$ cat config.mk
export PLATFORM = sky130hd
export DESIGN_NAME = evo_circuit_prober_flat
export DESIGN_NICKNAME = d
export VERILOG_FILES = /design/src/rtl/evo_circuit_prober_pkg.sv /design/src/rtl/evo_circuit_prober_if.sv /design/src/rtl/evo_circuit_prober_sync_2ff.sv /design/src/rtl/evo_circuit_prober.sv /design/src/flat_wrapper.sv
export SDC_FILE = /design/constraint.sdc
export NUM_CORES = 1
export LEC_CHECK = 0
export ABC_AREA = 0
export CAP_MARGIN = 10
export CORE_MARGIN = 2
export CORE_UTILIZATION = 40
export DETAILED_ROUTE_END_ITERATION = 12
export GPL_TIMING_DRIVEN = 0
export PLACE_DENSITY_LB_ADDON = 0.12
export SLEW_MARGIN = 20
export SYNTH_ARGS = -nofsm -noshare
export SYNTH_HDL_FRONTEND = slang
export SYNTH_HIERARCHICAL = 1
export SYNTH_SLANG_ARGS = --single-unit
$ cat constraint.sdc
create_clock -name clk -period 2.45 [get_ports clk]
set_clock_uncertainty 0.1 [all_clocks]
set_input_delay 0.3675 -clock clk [delete_from_list [all_inputs] [get_ports clk]]
set_output_delay 0.3675 -clock clk [all_outputs]
set_load 0.005 [all_outputs]
$ cat src/rtl/evo_circuit_prober_pkg.sv
// Shared types for the evolved-circuit prober: FSM states, result class codes
// and the classification rule applied to each sampling window.
package evo_test_pkg;

   typedef enum logic [2:0] {IDLE, SETTLE, SAMPLE, REPORT, DONE} state_t;

   typedef logic [1:0] cls_t;

   localparam cls_t CLS_LOW  = 2'd0;
   localparam cls_t CLS_HIGH = 2'd1;
   localparam cls_t CLS_LATE = 2'd2;
   localparam cls_t CLS_OSC  = 2'd3;

   // Zero toggles means the window was constant, so ones is either 0 or the full window.
   function automatic cls_t classify(input int ones, input int tog, input int window);
      if (tog >= 2)           return CLS_OSC;
      else if (tog == 1)      return CLS_LATE;
      else if (ones == window) return CLS_HIGH;
      else                    return CLS_LOW;
   endfunction

endpackage

$ cat src/rtl/evo_circuit_prober_if.sv
// Controller-side bus of the prober: start/abort control, status and the
// valid/ready result channel.
interface evo_circuit_prober_if #(
   parameter int IN_WIDTH = 2,
   parameter int CNT_W    = 9
);
   logic                   start;
   logic                   abort;
   logic                   busy;
   logic                   done;
   logic                   res_valid;
   logic                   res_ready;
   logic [IN_WIDTH-1:0]    res_vector;
   logic [CNT_W-1:0]       res_ones;
   logic [CNT_W-1:0]       res_toggles;
   evo_test_pkg::cls_t     res_class;

   modport master (
      output start, abort, res_ready,
      input  busy, done, res_valid, res_vector, res_ones, res_toggles, res_class
   );

   modport slave (
      input  start, abort, res_ready,
      output busy, done, res_valid, res_vector, res_ones, res_toggles, res_class
   );
endinterface

$ cat src/rtl/evo_circuit_prober_sync_2ff.sv
// Two-flop synchronizer for a single asynchronous bit.
module sync_2ff (
   input  logic clk,
   input  logic rst_n,
   input  logic d,
   output logic q
);
   logic meta;

   always_ff @(posedge clk) begin
      if (!rst_n) {q, meta} <= 2'b00;
      else        {q, meta} <= {meta, d};
   end
endmodule

$ cat src/rtl/evo_circuit_prober.sv
// Sweeps every input vector into an evolved circuit, samples its synchronized
// output over a fixed window and reports ones/toggle counts plus a class.
module evo_circuit_prober
   import evo_test_pkg::*;
#(
   parameter int IN_WIDTH      = 2,
   parameter int SETTLE_CYCLES = 16,
   parameter int WINDOW_CYCLES = 256,
   parameter int CNT_W         = $clog2(WINDOW_CYCLES + 1)
) (
   input  logic                clk,
   input  logic                rst_n,
   evo_circuit_prober_if.slave bus,
   output logic [IN_WIDTH-1:0] dut_in,
   input  logic                dut_out
);
   localparam int PH_MAX = (SETTLE_CYCLES > WINDOW_CYCLES) ? SETTLE_CYCLES : WINDOW_CYCLES;
   localparam int PH_W   = $clog2(PH_MAX);
   localparam logic [PH_W-1:0]     SETTLE_LAST = PH_W'(SETTLE_CYCLES - 1);
   localparam logic [PH_W-1:0]     WIN_LAST    = PH_W'(WINDOW_CYCLES - 1);
   localparam logic [IN_WIDTH-1:0] VEC_LAST    = '1;

   state_t              state, nstate;
   logic [PH_W-1:0]     ph_cnt;
   logic [CNT_W-1:0]    ones_q, tog_q, ones_n, tog_n;
   logic                prev_q, s, hs;
   logic [IN_WIDTH-1:0] r_vec;
   logic [CNT_W-1:0]    r_ones, r_tog;
   cls_t                r_cls;

   sync_2ff u_sync (.clk, .rst_n, .d(dut_out), .q(s));

   assign hs = (state == REPORT) && bus.res_ready;

   always_ff @(posedge clk) begin
      if (!rst_n) state <= IDLE;
      else        state <= nstate;
   end

   always_comb begin
      nstate = state;
      unique case (state)
         IDLE:    if (bus.start) nstate = SETTLE;
         SETTLE:  if (ph_cnt == SETTLE_LAST) nstate = SAMPLE;
         SAMPLE:  if (ph_cnt == WIN_LAST) nstate = REPORT;
         REPORT:  if (hs) nstate = (dut_in == VEC_LAST) ? DONE : SETTLE;
         DONE:    nstate = IDLE;
         default: nstate = IDLE;
      endcase
      // abort beats both a pending handshake and the sweep end
      if (bus.abort && state != IDLE) nstate = IDLE;
   end

   always_comb begin
      bus.busy        = (state != IDLE);
      bus.done        = (state == DONE);
      bus.res_valid   = (state == REPORT);
      bus.res_vector  = r_vec;
      bus.res_ones    = r_ones;
      bus.res_toggles = r_tog;
      bus.res_class   = r_cls;
   end

   // First sample of a window has no predecessor, so it never counts as a toggle.
   always_comb begin
      ones_n = ones_q + CNT_W'(s);
      tog_n  = tog_q + CNT_W'((ph_cnt != '0) && (s != prev_q));
   end

   always_ff @(posedge clk) begin
      if (!rst_n) begin
         ph_cnt <= '0;
         ones_q <= '0;
         tog_q  <= '0;
         prev_q <= 1'b0;
         dut_in <= '0;
         r_vec  <= '0;
         r_ones <= '0;
         r_tog  <= '0;
         r_cls  <= CLS_LOW;
      end else begin
         if (state != nstate)                        ph_cnt <= '0;
         else if (state == SETTLE || state == SAMPLE) ph_cnt <= ph_cnt + 1'b1;

         if (state == SETTLE) begin
            ones_q <= '0;
            tog_q  <= '0;
         end else if (state == SAMPLE) begin
            ones_q <= ones_n;
            tog_q  <= tog_n;
            prev_q <= s;
         end

         if (state == SAMPLE && ph_cnt == WIN_LAST) begin
            r_vec  <= dut_in;
            r_ones <= ones_n;
            r_tog  <= tog_n;
            r_cls  <= classify(int'(ones_n), int'(tog_n), WINDOW_CYCLES);
         end

         if (nstate == IDLE)                          dut_in <= '0;
         else if (state == REPORT && nstate == SETTLE) dut_in <= dut_in + 1'b1;
      end
   end
endmodule
$ cat src/flat_wrapper.sv
// flat-port wrapper written by rule: the top's interface ports become plain ports
module evo_circuit_prober_flat import evo_test_pkg::*;
#(
   parameter int IN_WIDTH      = 2,
   parameter int SETTLE_CYCLES = 16,
   parameter int WINDOW_CYCLES = 256,
   parameter int CNT_W         = $clog2(WINDOW_CYCLES + 1)
)
  (clk, rst_n, dut_in, dut_out, bus_start, bus_abort, bus_res_ready, bus_busy, bus_done, bus_res_valid, bus_res_vector, bus_res_ones, bus_res_toggles, bus_res_class);
  evo_circuit_prober_if #(.IN_WIDTH(IN_WIDTH), .CNT_W(CNT_W)) bus_i ();
  input  logic clk;
  input  logic rst_n;
  output logic [IN_WIDTH-1:0] dut_in;
  input  logic dut_out;
  input wire logic [$bits(bus_i.start)-1:0] bus_start;
  input wire logic [$bits(bus_i.abort)-1:0] bus_abort;
  input wire logic [$bits(bus_i.res_ready)-1:0] bus_res_ready;
  output wire logic [$bits(bus_i.busy)-1:0] bus_busy;
  output wire logic [$bits(bus_i.done)-1:0] bus_done;
  output wire logic [$bits(bus_i.res_valid)-1:0] bus_res_valid;
  output wire logic [$bits(bus_i.res_vector)-1:0] bus_res_vector;
  output wire logic [$bits(bus_i.res_ones)-1:0] bus_res_ones;
  output wire logic [$bits(bus_i.res_toggles)-1:0] bus_res_toggles;
  output wire logic [$bits(bus_i.res_class)-1:0] bus_res_class;
  assign bus_i.start = bus_start;
  assign bus_i.abort = bus_abort;
  assign bus_i.res_ready = bus_res_ready;
  assign bus_busy = bus_i.busy;
  assign bus_done = bus_i.done;
  assign bus_res_valid = bus_i.res_valid;
  assign bus_res_vector = bus_i.res_vector;
  assign bus_res_ones = bus_i.res_ones;
  assign bus_res_toggles = bus_i.res_toggles;
  assign bus_res_class = bus_i.res_class;
  evo_circuit_prober #(.IN_WIDTH(IN_WIDTH), .SETTLE_CYCLES(SETTLE_CYCLES), .WINDOW_CYCLES(WINDOW_CYCLES), .CNT_W(CNT_W)) u_core (.clk(clk), .rst_n(rst_n), .bus(bus_i), .dut_in(dut_in), .dut_out(dut_out));
endmodule
==> impl_metrics.json, run 1 <==
{
  "synth_top_family_by_area": "simple AND/OR/NAND/NOR gates",
  "ys_ff_latch": 56,
  "cts_max_level": 2,
  "max-cap-violations": 0,
  "timing.slew.headroom": 0.642,
  "core_area_um2": 6720,
  "syn_inst": 328,
  "startpoint_type": "flip-flop",
  "fmax_mhz": 418,
  "grt_antenna_before_repair": 0,
  "outcome": "finished clean",
  "synthesis.area_um2": 2750,
  "cts_sinks": 56,
  "hold_viol_final": 0,
  "p_leak_nw": 1.13,
  "cp_data_arrival_time_ns": 2.49,
  "drc": 0,
  "synth_seq_area_share": 0.407,
  "grt_overflow": 0,
  "synth-compound-area-share": 0.105,
  "io_pins": 33,
  "area_growth_syn_to_layout_pct": 24.6,
  "period_minus_slack_ns": 2.39,
  "first_pass_iters": 4,
  "grt_pass1_vias": 2111,
  "layout-drive-gt1-share": 0.111,
  "drtIter0Drc": 85,
  "syn_nets": 341,
  "synth_xor_area_frac": 0.111,
  "grtUsageTotal": 0.162,
  "muxShareOfSynthArea": 0.0327,
  "grt_max_degree": 16,
  "clock_latency_ns": 0.31,
  "routedWlPerCell_um": 13.0,
  "worstSetupPathType": "flip-flop to flip-flop",
  "critPathLaunch": "u_core/ph_cnt[1]",
  "start_util": 0.410,
  "finalSetupViolCount": 0,
  "io_buffers": 31,
  "power_density_nw_per_um2": 442,
  "synth_top_area_frac": 0.407,
  "n_antenna_cell": 0,
  "routed_via_density": 5.17,
  "vias": 2368,
  "grt_first_pass_wirelength_um": 9770,
  "syn_avg_cell_area_um2": 8.40,
  "cts_buffers": 5,
  "drt_wl_total_um": 5970,
  "clockRootBuffer": "clkbuf_8",
  "yosys-top-cells-area": "dfxtp_1 (41%), xnor2_1 (8.0%), nor2_1 (7.4%)",
  "synth_warnings": 6,
  "synth-simple-area-share": 0.262,
  "tightest_slew_ns": 0.535,
  "path_clk_slew_ns": 0.09,
  "r2r-start": "u_core/ph_cnt[1]",
  "rows": 30,
  "place_congestion": 0.867,
  "yosysTopAreaCell": "dfxtp_1",
  "required_ns": 2.55,
  "dieArea_um2": 7560,
  "finalCritPeriodShare": 0.978,
  "synthAdderAreaFrac": 0.0354,
  "die_h_um": 87.0,
  "rsz0062_at_grt": "true",
  "dpl.hpwl_um": 4310,
  "cts_max_path_buffers": 2,
  "min_from": "u_core/u_sync/meta",
  "ys_types": 46,
  "layout_common_cells": "nor2_1 (54), dfxtp_1 (53), clkdlybuf4s50_1 (31), nand2_1 (26), xnor2_1 (25)",
  "hold_class": "flip-flop to flip-flop",
  "slew_viol_final": 0,
  "critical_path.max_fanout": 5,
  "cts_tree": "built",
  "ant_nets": 0,
  "placed_cells": 439,
  "fin_cells": 458,
  "layout_commonest_cell": "nor2_1",
  "ctsHoldBuffers": 0,
  "cp-end-kind": "flip-flop",
  "fin_nets": 390,
  "irDropWorstVdd_uv": 222,
  "whs_ns": 0.334,
  "die_width_um": 87.0
}
-- cells by family (layout without fill, tap and decap cells) --
kind of cell | count (synthesis) | in the layout
adder cells (fa/ha/maj) | 8 | 8
AND/OR/NAND/NOR | 146 | 146
flip-flops | 56 | 56
XOR/XNOR | 35 | 35
multiplexers | 9 | 9
buffers and inverters | 30 | 80
AO/OA/AOI/OAI | 44 | 44
-- report_power, final --
part | total (mW) | switching [mW] | internal, mW
registers | 0.918 | 0.00465 | 0.913
clock network | 0.516 | 0.285 | 0.231
logic | 0.0819 | 0.0491 | 0.0328
total | 1.52 | 0.339 | 1.18
-- synthesized netlist by cell type, drive strengths merged --
master	n
dfxtp	56
nor2	54
nand2	26
xnor2	25
clkbuf	15
a211oi	14
a21oi	13
nor3	12
xor2	10
inv	9
mux2i	9
nand3	9
o21ai	9
ha	7
and2	6
and3	6
buf	6
nor4	6
or3	6
nand4	5
nand2b	3
nor3b	3
a221oi	2
nor2b	2
o22ai	2
or3b	2
a2bb2o	1
a311oi	1
a31o	1
a31oi	1
and3b	1
maj3	1
nand3b	1
nand4b	1
nor4b	1
or2	1
or4	1
-- layer usage --
layer | GRT usage | wire length [um] | vias up
met5 | 0 | 0 | -
met1 | 0.210 | 2890 | 1099
met2 | 0.271 | 2820 | 40
li1 | - | - | 1223
met3 | 0.0351 | 200 | 6
met4 | 0.0469 | 67 | 0
-- what timing repair did --
action | CTS | global route
buffers inserted | 2 | 9
endpoints found under the hold margin | 0 | 0
setup endpoints to repair | 2 | 9
pin swaps | 3 | 8
gates resized for setup | 6 | 14
-- registers in the layout, summed over array words and instances (netlist names) --
signal and flops:
u_core/ones_q 9, u_core/tog_q 9, u_core/bus.res_class 2, u_core/state 3, u_core/u_sync/meta 1, u_core/bus.res_ones 9
u_core/bus.res_toggles 9, u_core/bus.res_vector 2, u_core/prev_q 1, u_core/ph_cnt 8, u_core/u_sync/q 1, u_core/dut_in 2
-- per-stage QoR --
stage	TNS [ns]	util	setup WS [ns]	total power [mW]	cell area (um^2)
CTS	0	0.491	0.0000504	1.53	3300
global placement	-0.590	0.471	-0.297	1.02	3170
floorplan	0	-	0.0162	0.987	2760
finish	0	0.511	0.0551	1.52	3430
global route	-0.0462	0.511	-0.0400	1.58	3430
detailed placement	-0.639	0.471	-0.324	1.01	3170
-- worst paths after layout --
check | to | slack (ns) | cells after the start
max | u_core/bus.res_class[0] | 0.06 | 10
min | u_core/u_sync/q | 0.33 | 1
max reg2reg | u_core/bus.res_class[0] | 0.06 | 10
min reg2reg | u_core/u_sync/q | 0.33 | 1
-- final cells by class --
class,count,area (um^2)
fillers,652,3290
multi-input cells,242,1590
flip-flops and latches,56,1130
repair buffers,42,393
well taps,80,100
plain buffers,21,95.1
clock buffers,8,90.1
inverters,9,33.8
-- critical path, stage by stage, from the launching register on --
cell	delay [ns]
dfxtp_2	0.37
inv_2	0.05
ha_4	0.15
a31oi_4	0.19
ha_4	0.17
ha_4	0.15
and2_4	0.15
nand4_1	0.14
or3_4	0.45
a211oi_4	0.26
o22ai_1	0.11
Power figures use the tool's default switching activity.
==> run 2: changes to the inputs <==
- CTS_CLUSTER_SIZE: unset -> 40
==> results of run 2 <==
Same layout as run 1: the final DEF is identical, and so are final timing and power.
